[src/rtl/rgb_pwm_pkg.sv]
// rtl/rgb_pwm_pkg.sv - shared mode encoding and constants for the RGB PWM sequencer
//
// Contents:
//   mode_t    global sequencer mode (OFF, STATIC, BREATHE, CYCLE), 2-bit encoding
//             matching the cfg_mode input
//   CH_IDX_W  width of the channel index (cfg_ch, seq_idx); covers up to 8 channels

package rgb_pwm_pkg;

    typedef enum logic [1:0] {
        MODE_OFF     = 2'd0,
        MODE_STATIC  = 2'd1,
        MODE_BREATHE = 2'd2,
        MODE_CYCLE   = 2'd3
    } mode_t;

    localparam int CH_IDX_W = 3;

endpackage

[src/rtl/rgb_pwm_chan.sv]
// rtl/rgb_pwm_chan.sv - one PWM channel: effective-duty register, optional gamma, compare flop
//
// Optional feature: RGB_GAMMA_EN (squares the duty before compare, adds one pipeline stage)
//
// Ports:
//   clk     in   system clock
//   rst     in   asynchronous reset, active-high
//   load    in   period boundary strobe; eff is recomputed only here
//   mode    in   mode that takes effect for the coming period
//   target  in   registered target duty of this channel
//   level   in   breathe brightness for the coming period
//   sel     in   this channel is the active one in CYCLE mode for the coming period
//   cnt     in   shared PWM period counter
//   pwm     out  registered PWM output

module rgb_pwm_chan
    import rgb_pwm_pkg::*;
#(
    parameter int PWM_W = 8
) (
    input  logic             clk,
    input  logic             rst,
    input  logic             load,
    input  mode_t            mode,
    input  logic [PWM_W-1:0] target,
    input  logic [PWM_W-1:0] level,
    input  logic             sel,
    input  logic [PWM_W-1:0] cnt,
    output logic             pwm
);

    logic [2*PWM_W-1:0] breathe_prod;
    logic [PWM_W-1:0]   eff_next;
    logic [PWM_W-1:0]   eff;

    // Full-width product so the scaled duty is a plain truncating shift.
    assign breathe_prod = {{PWM_W{1'b0}}, target} * {{PWM_W{1'b0}}, level};

    always_comb begin
        eff_next = '0;
        case (mode)
            MODE_OFF:     eff_next = '0;
            MODE_STATIC:  eff_next = target;
            MODE_BREATHE: eff_next = PWM_W'(breathe_prod >> PWM_W);
            MODE_CYCLE:   eff_next = sel ? target : '0;
            default:      eff_next = '0;
        endcase
    end

    // Duty only changes at the period boundary so a period is never cut short.
    always_ff @(posedge clk or posedge rst) begin
        if (rst) begin
            eff <= '0;
        end else if (load) begin
            eff <= eff_next;
        end
    end

`ifdef RGB_GAMMA_EN
    logic [2*PWM_W-1:0] gamma_prod;
    logic [PWM_W-1:0]   gamma_duty;
    logic               hit_q;

    assign gamma_prod = {{PWM_W{1'b0}}, eff} * {{PWM_W{1'b0}}, eff};
    assign gamma_duty = PWM_W'(gamma_prod >> PWM_W);

    // The extra flop breaks the multiply-compare path; pwm lags cnt by 2 clk.
    always_ff @(posedge clk or posedge rst) begin
        if (rst) begin
            hit_q <= 1'b0;
            pwm   <= 1'b0;
        end else begin
            hit_q <= (cnt < gamma_duty);
            pwm   <= hit_q;
        end
    end
`else
    always_ff @(posedge clk or posedge rst) begin
        if (rst) begin
            pwm <= 1'b0;
        end else begin
            pwm <= (cnt < eff);
        end
    end
`endif

endmodule

[src/rtl/rgb_pwm_sequencer.sv]
// rtl/rgb_pwm_sequencer.sv - multi-channel PWM sequencer with off/static/breathe/cycle modes
//
// Optional feature: RGB_GAMMA_EN (per-channel gamma stage inside rgb_pwm_chan)
//
// Ports:
//   clk         in   system clock
//   rst         in   asynchronous reset, active-high
//   cfg_we      in   write strobe for a channel target duty
//   cfg_ch      in   channel index for cfg_we; indices >= NUM_CH are ignored
//   cfg_duty    in   target duty value
//   cfg_mode    in   global mode request, taken at each period boundary
//   pwm         out  PWM outputs, one per channel
//   period_end  out  1-cycle pulse on the clk where the period counter wraps to 0

module rgb_pwm_sequencer
    import rgb_pwm_pkg::*;
#(
    parameter int NUM_CH       = 3,
    parameter int PWM_W        = 8,
    parameter int PRESC_DIV    = 187,
    parameter int HOLD_PERIODS = 256
) (
    input  logic                clk,
    input  logic                rst,
    input  logic                cfg_we,
    input  logic [2:0]          cfg_ch,
    input  logic [PWM_W-1:0]    cfg_duty,
    input  logic [1:0]          cfg_mode,
    output logic [NUM_CH-1:0]   pwm,
    output logic                period_end
);

    localparam int PRESC_W = (PRESC_DIV > 1) ? $clog2(PRESC_DIV) : 1;
    localparam int HOLD_W  = (HOLD_PERIODS > 1) ? $clog2(HOLD_PERIODS) : 1;
    localparam logic [PWM_W-1:0]   CNT_MAX  = '1;
    localparam logic [PRESC_W-1:0] PRESC_MAX = PRESC_W'(PRESC_DIV - 1);
    localparam logic [HOLD_W-1:0]  HOLD_MAX  = HOLD_W'(HOLD_PERIODS - 1);
    localparam logic [CH_IDX_W-1:0] LAST_CH  = CH_IDX_W'(NUM_CH - 1);

    logic [PRESC_W-1:0]  presc;
    logic                tick;
    logic [PWM_W-1:0]    pwm_cnt;
    logic                wrap;

    logic [PWM_W-1:0]    target [NUM_CH];

    mode_t               mode_act;
    mode_t               mode_new;
    logic [PWM_W-1:0]    level;
    logic [PWM_W-1:0]    level_next;
    logic                dir_up;
    logic                dir_up_next;
    logic [CH_IDX_W-1:0] seq_idx;
    logic [CH_IDX_W-1:0] seq_next;
    logic [HOLD_W-1:0]   hold;
    logic [HOLD_W-1:0]   hold_next;

    assign tick       = (presc == PRESC_MAX);
    assign wrap       = tick && (pwm_cnt == CNT_MAX);
    assign period_end = wrap;
    assign mode_new   = mode_t'(cfg_mode);

    always_ff @(posedge clk or posedge rst) begin
        if (rst) begin
            presc   <= '0;
            pwm_cnt <= '0;
        end else begin
            presc <= tick ? '0 : presc + PRESC_W'(1);
            if (tick) begin
                pwm_cnt <= pwm_cnt + PWM_W'(1);
            end
        end
    end

    // Matching against each in-range index makes out-of-range cfg_ch a no-op.
    always_ff @(posedge clk or posedge rst) begin
        if (rst) begin
            for (int n = 0; n < NUM_CH; n++) begin
                target[n] <= '0;
            end
        end else if (cfg_we) begin
            for (int n = 0; n < NUM_CH; n++) begin
                if (cfg_ch == CH_IDX_W'(n)) begin
                    target[n] <= cfg_duty;
                end
            end
        end
    end

    // Breathe level for the coming period: 0,1..max,max-1..1,0,1..
    always_comb begin
        level_next  = level;
        dir_up_next = dir_up;
        if (mode_new == MODE_BREATHE) begin
            if (mode_act != MODE_BREATHE) begin
                level_next  = '0;
                dir_up_next = 1'b1;
            end else if (dir_up) begin
                if (level == CNT_MAX) begin
                    level_next  = level - PWM_W'(1);
                    dir_up_next = 1'b0;
                end else begin
                    level_next = level + PWM_W'(1);
                end
            end else begin
                if (level == '0) begin
                    level_next  = level + PWM_W'(1);
                    dir_up_next = 1'b1;
                end else begin
                    level_next = level - PWM_W'(1);
                end
            end
        end
    end

    // Round-robin channel for the coming period; the entry period counts as hold 0.
    always_comb begin
        seq_next  = seq_idx;
        hold_next = hold;
        if (mode_new == MODE_CYCLE) begin
            if (mode_act != MODE_CYCLE) begin
                seq_next  = '0;
                hold_next = '0;
            end else if (hold == HOLD_MAX) begin
                hold_next = '0;
                seq_next  = (seq_idx == LAST_CH) ? '0 : seq_idx + CH_IDX_W'(1);
            end else begin
                hold_next = hold + HOLD_W'(1);
            end
        end
    end

    always_ff @(posedge clk or posedge rst) begin
        if (rst) begin
            mode_act <= MODE_OFF;
            level    <= '0;
            dir_up   <= 1'b1;
            seq_idx  <= '0;
            hold     <= '0;
        end else if (wrap) begin
            mode_act <= mode_new;
            level    <= level_next;
            dir_up   <= dir_up_next;
            seq_idx  <= seq_next;
            hold     <= hold_next;
        end
    end

    for (genvar n = 0; n < NUM_CH; n++) begin : g_chan
        rgb_pwm_chan #(
            .PWM_W (PWM_W)
        ) u_chan (
            .clk    (clk),
            .rst    (rst),
            .load   (wrap),
            .mode   (mode_new),
            .target (target[n]),
            .level  (level_next),
            .sel    (seq_next == CH_IDX_W'(n)),
            .cnt    (pwm_cnt),
            .pwm    (pwm[n])
        );
    end

endmodule

[config.mk]
export PLATFORM = sky130hd
export DESIGN_NAME = rgb_pwm_sequencer
export DESIGN_NICKNAME = d
export VERILOG_FILES = /design/src/rtl/rgb_pwm_pkg.sv /design/src/rtl/rgb_pwm_chan.sv /design/src/rtl/rgb_pwm_sequencer.sv
export SDC_FILE = /design/constraint.sdc
export NUM_CORES = 1
export LEC_CHECK = 0
export ABC_AREA = 1
export CORE_ASPECT_RATIO = 0.7
export CORE_UTILIZATION = 65
export CTS_CLUSTER_SIZE = 14
export DETAILED_ROUTE_END_ITERATION = 10
export GPL_TIMING_DRIVEN = 0
export PLACE_DENSITY = 0.92
export SLEW_MARGIN = 20
export SYNTH_ARGS = -nofsm -noshare
export SYNTH_HDL_FRONTEND = slang
export SYNTH_SLANG_ARGS = --single-unit
export TNS_END_PERCENT = 5
[constraint.sdc]
create_clock -name clk -period 12.6 [get_ports clk]
set_input_delay 1.89 -clock clk [delete_from_list [all_inputs] [get_ports clk]]
set_output_delay 1.89 -clock clk [all_outputs]
set_load 0.02 [all_outputs]
==> run summary <==
========================================================================================================
Critical R2R Launch                                                                             level[0]
Clock latency on the worst-skew pair                                                              360 ps
Seq/Total Area, Yosys                                                                              20.1%
Largest net degree at the start of global routing                                                     56
Post-Synthesis Cells                                                                                1486
Synth Register Bits                                                                                   89
Filler cell count in the final layout                                                               1246
Overall global routing resource usage                                                              38.2%
HP Class                                                                                      reg -> reg
Instance area after placement                                                                 0.0116 mm²
Endpoints failing hold                                                                                 0
Setup violations, final                                                                                0
Critical path capture point                                                                 g_chan[0].u_chan.eff[7]
Max capacitance violation total                                                                        0
Total grt overflow                                                                                     0
Synth Area per Inst                                                                             7.46 µm²
Arrival time of data at the critical path endpoint                                               9350 ps
Core region area                                                                              0.0165 mm²
Weighted congestion reported at the end of routability-driven placement                             1.00
Fraction of the cycle the final worst path needs                                                   71.9%
Number of antenna violations at the first check in global routing                                      0
Number of remaining DRC errors                                                                         1
Vias in the first global route                                                                     10.4k
Post-detailed-placement half-perimeter wirelength                                                24.4 mm
1st-iter DRT viols                                                                                  1108
Leakage power summed over all cells                                                              6.58 nW
CP startpoint kind                                                                            input port
Post-Route Setup TNS                                                                                0 ps
Overall die height                                                                                111 µm
Number of nets in the layout                                                                        1765
Synth-to-Final Area Change                                                                         7.54%
RSZ-0062 raised after global routing                                                               false
Total nets after synthesis                                                                          1734
Endpoint of the worst-slack reg-to-reg timing path                                          g_chan[0].u_chan.eff[7]
Number of optimization iterations in the first detailed-route pass                                     9
Minimum clock period after layout                                                                9060 ps
Die outline width                                                                                 158 µm
WL per Instance                                                                                  17.8 µm
Cell repeated most along the worst path                                                          nand2_1
Clock tree root buffer cell                                                                    clkbuf_16
Cell with the largest stage delay on the worst path                                              o21ai_1
Finished Cell Area                                                                            0.0119 mm²
Outcome                                                                                     complete, but fails checks
Reg2reg path depth                                                                                    30
Number of gates given a new drive strength after cts                                                   0
Post-CTS clock slew at the launch and capture registers of the worst setup and hold paths          70 ps
Detailed-route wire length                                                                       31.1 mm
Max Fanout on Critical Path                                                                           10
Number of buffers inserted by post-CTS setup repair                                                    0
Max_slew headroom                                                                                  25.5%
Setup slack, reg-to-reg                                                                          5230 ps
Clk_skew                                                                                         13.5 ps
Post-DRT Antenna Nets                                                                                  0
Post-detailed-route via-to-cell ratio                                                               5.92
Violated checks                                                                                      DRC
Biggest cell delay along the critical path                                                        990 ps
Clock tree sinks                                                                                      89
Multi-input logic area                                                                       0.00760 mm²
Via count                                                                                          10.3k
Count of pins on the block boundary                                                                   20
Required time at the endpoint of the critical path                                              12890 ps
Power per cell area                                                                           207 mW/mm²
Wire length of the first global-routing pass                                                     51.4 mm
Count of distinct cell types in the synthesized netlist                                               48
Worst Setup Path Type                                                                          in -> reg
Worst Hold Margin                                                                                 488 ps
Sequential cell area                                                                         0.00223 mm²
Proportion of layout cells with a drive suffix above 1                                             5.39%
Total number of H-tree levels                                                                          3
Row Count                                                                                             39
Clock Tree Buf Depth                                                                                   2
Clock tree from TritonCTS                                                                          built
Critical path endpoint category                                                                flip-flop
Fmax                                                                                           0.110 GHz
Die Area                                                                                      0.0176 mm²
Worst VDD drop                                                                                    257 µV
Number of buffers created by CTS                                                                       9
Number of slew-limit violations in the final report                                                    0
Number of antenna cells inserted                                                                       0
Worst-Margin Slew                                                                                1110 ps
Number of buffers inserted by hold repair at cts                                                       0
Synth warn                                                                                             0
Starting Density                                                                                   67.2%
Final Core Density                                                                                 72.3%
Launch point of the critical path                                                            cfg_mode[1]
# port buffers                                                                                        19
Synthesized cell area                                                                         0.0111 mm²
========================================================================================================
[worst min path at each step]
stage / depth (start not counted) / endpoint / startpoint
2_1_floorplan: 2 / g_chan[1].u_chan.eff[0] / g_chan[1].u_chan.eff[0]
3_3_place_gp: 2 / g_chan[0].u_chan.eff[0] / g_chan[0].u_chan.eff[0]
3_5_place_dp: 2 / g_chan[0].u_chan.eff[1] / g_chan[0].u_chan.eff[1]
4_1_cts: 2 / g_chan[0].u_chan.eff[1] / g_chan[0].u_chan.eff[1]
5_1_grt: 2 / g_chan[0].u_chan.eff[1] / g_chan[0].u_chan.eff[1]
6_report: 2 / g_chan[0].u_chan.eff[1] / g_chan[0].u_chan.eff[1]
[cells by family after synthesis]
family / Yosys count / synth area share [%]
AND/OR/NAND/NOR: 623 / 23.3
buffers and inverters: 325 / 11.4
adder cells (fa/ha/maj): 232 / 33.3
AO/OA/AOI/OAI: 199 / 10.5
flip-flops: 89 / 20.1
XOR/XNOR: 17 / 1.34
multiplexers: 1 / 0.0903
[power by group]
part           switching [mW]  internal [mW]
logic                    1.18          0.646
clock network           0.128          0.182
registers              0.0363          0.300
total                    1.34           1.13
[per-stage QoR]
stage | worst slack [ps] | cells | power [mW]
2_1_floorplan | 5960 | 1486 | 1.66
3_3_place_gp | 4070 | 1730 | 2.00
3_5_place_dp | 3820 | 1731 | 2.08
4_1_cts | 4050 | 1747 | 2.41
5_1_grt | 3420 | 1747 | 2.71
6_report | 3540 | 1747 | 2.47
[synthesized netlist by cell type, drive strengths merged]
library cell	n	area share, %
mux2i	1	0.090
xnor2	5	0.39
a21oi	58	2.7
clkbuf	12	0.41
clkinv	4	0.15
buf	17	0.93
a21boi	3	0.20
dfstp	1	0.24
nand3	55	2.5
xor2	12	0.95
o21ai	96	4.6
nor2	192	6.9
fa	105	19
dfrtp	88	20
o21bai	7	0.54
o22ai	3	0.17
o21a	9	0.61
ha	127	14
nand2	341	12
nor3	20	1.0
a31oi	2	0.11
a32oi	1	0.079
a2111oi	3	0.24
inv	292	9.9
nand4	14	1.0
o211ai	7	0.47
a221oi	3	0.24
a211oi	3	0.20
nor3b	1	0.11
a21o	4	0.27
[placed cells by master (no fill, tap or decap), types with 12 or more instances in the layout]
master / netlist / routed
nand2_1: 331 / 331
inv_1: 282 / 281
nor2_1: 185 / 185
ha_1: 127 / 127
fa_1: 105 / 105
dfrtp_1: 88 / 88
o21ai_0: 66 / 66
a21oi_1: 55 / 55
nand3_1: 54 / 54
o21ai_1: 23 / 23
clkdlybuf4s50_1: 0 / 19
nor3_1: 18 / 18
xor2_1: 12 / 12
clkbuf_1: 12 / 12
[registers in the layout (all words and copies together), names as in the netlist]
name,flops
hold,8
presc,8
seq_idx,3
mode_act,2
g_chan.u_chan.eff,24
level,8
g_chan.u_chan.pwm,3
dir_up,1
pwm_cnt,8
target,24
[layout make-up]
| type | instances | share of cell area (%) |
|---|---|---|
| Multi-Input combinational cell | 1072 | 63.7 |
| Inverter | 296 | 9.35 |
| Clock inverter | 6 | 0.797 |
| Buffer | 29 | 1.24 |
| Sequential cell | 89 | 18.7 |
| Tap cell | 225 | 2.36 |
| Timing Repair Buffer | 20 | 1.83 |
| Clock buffer | 10 | 2.00 |
[worst max-delay path, delay by kind of cell]
kind	cells	cell delay, ps
and+or+nand+nor	10	1120
buffers and inverters	7	2070
AOI/OAI and AO/OA	3	1880
adders and majority gates	5	2360
[routing by layer]
layer  vias up  GRT usage, %  routed length [µm]
met5         -          2.38                  56
met4         2          15.3                1260
met3       115          14.2                4080
met2       633          57.3               13500
met1      4897          49.6               12200
li1       4696             -                   -
Note: power is estimated with default switching activity, not from simulation.
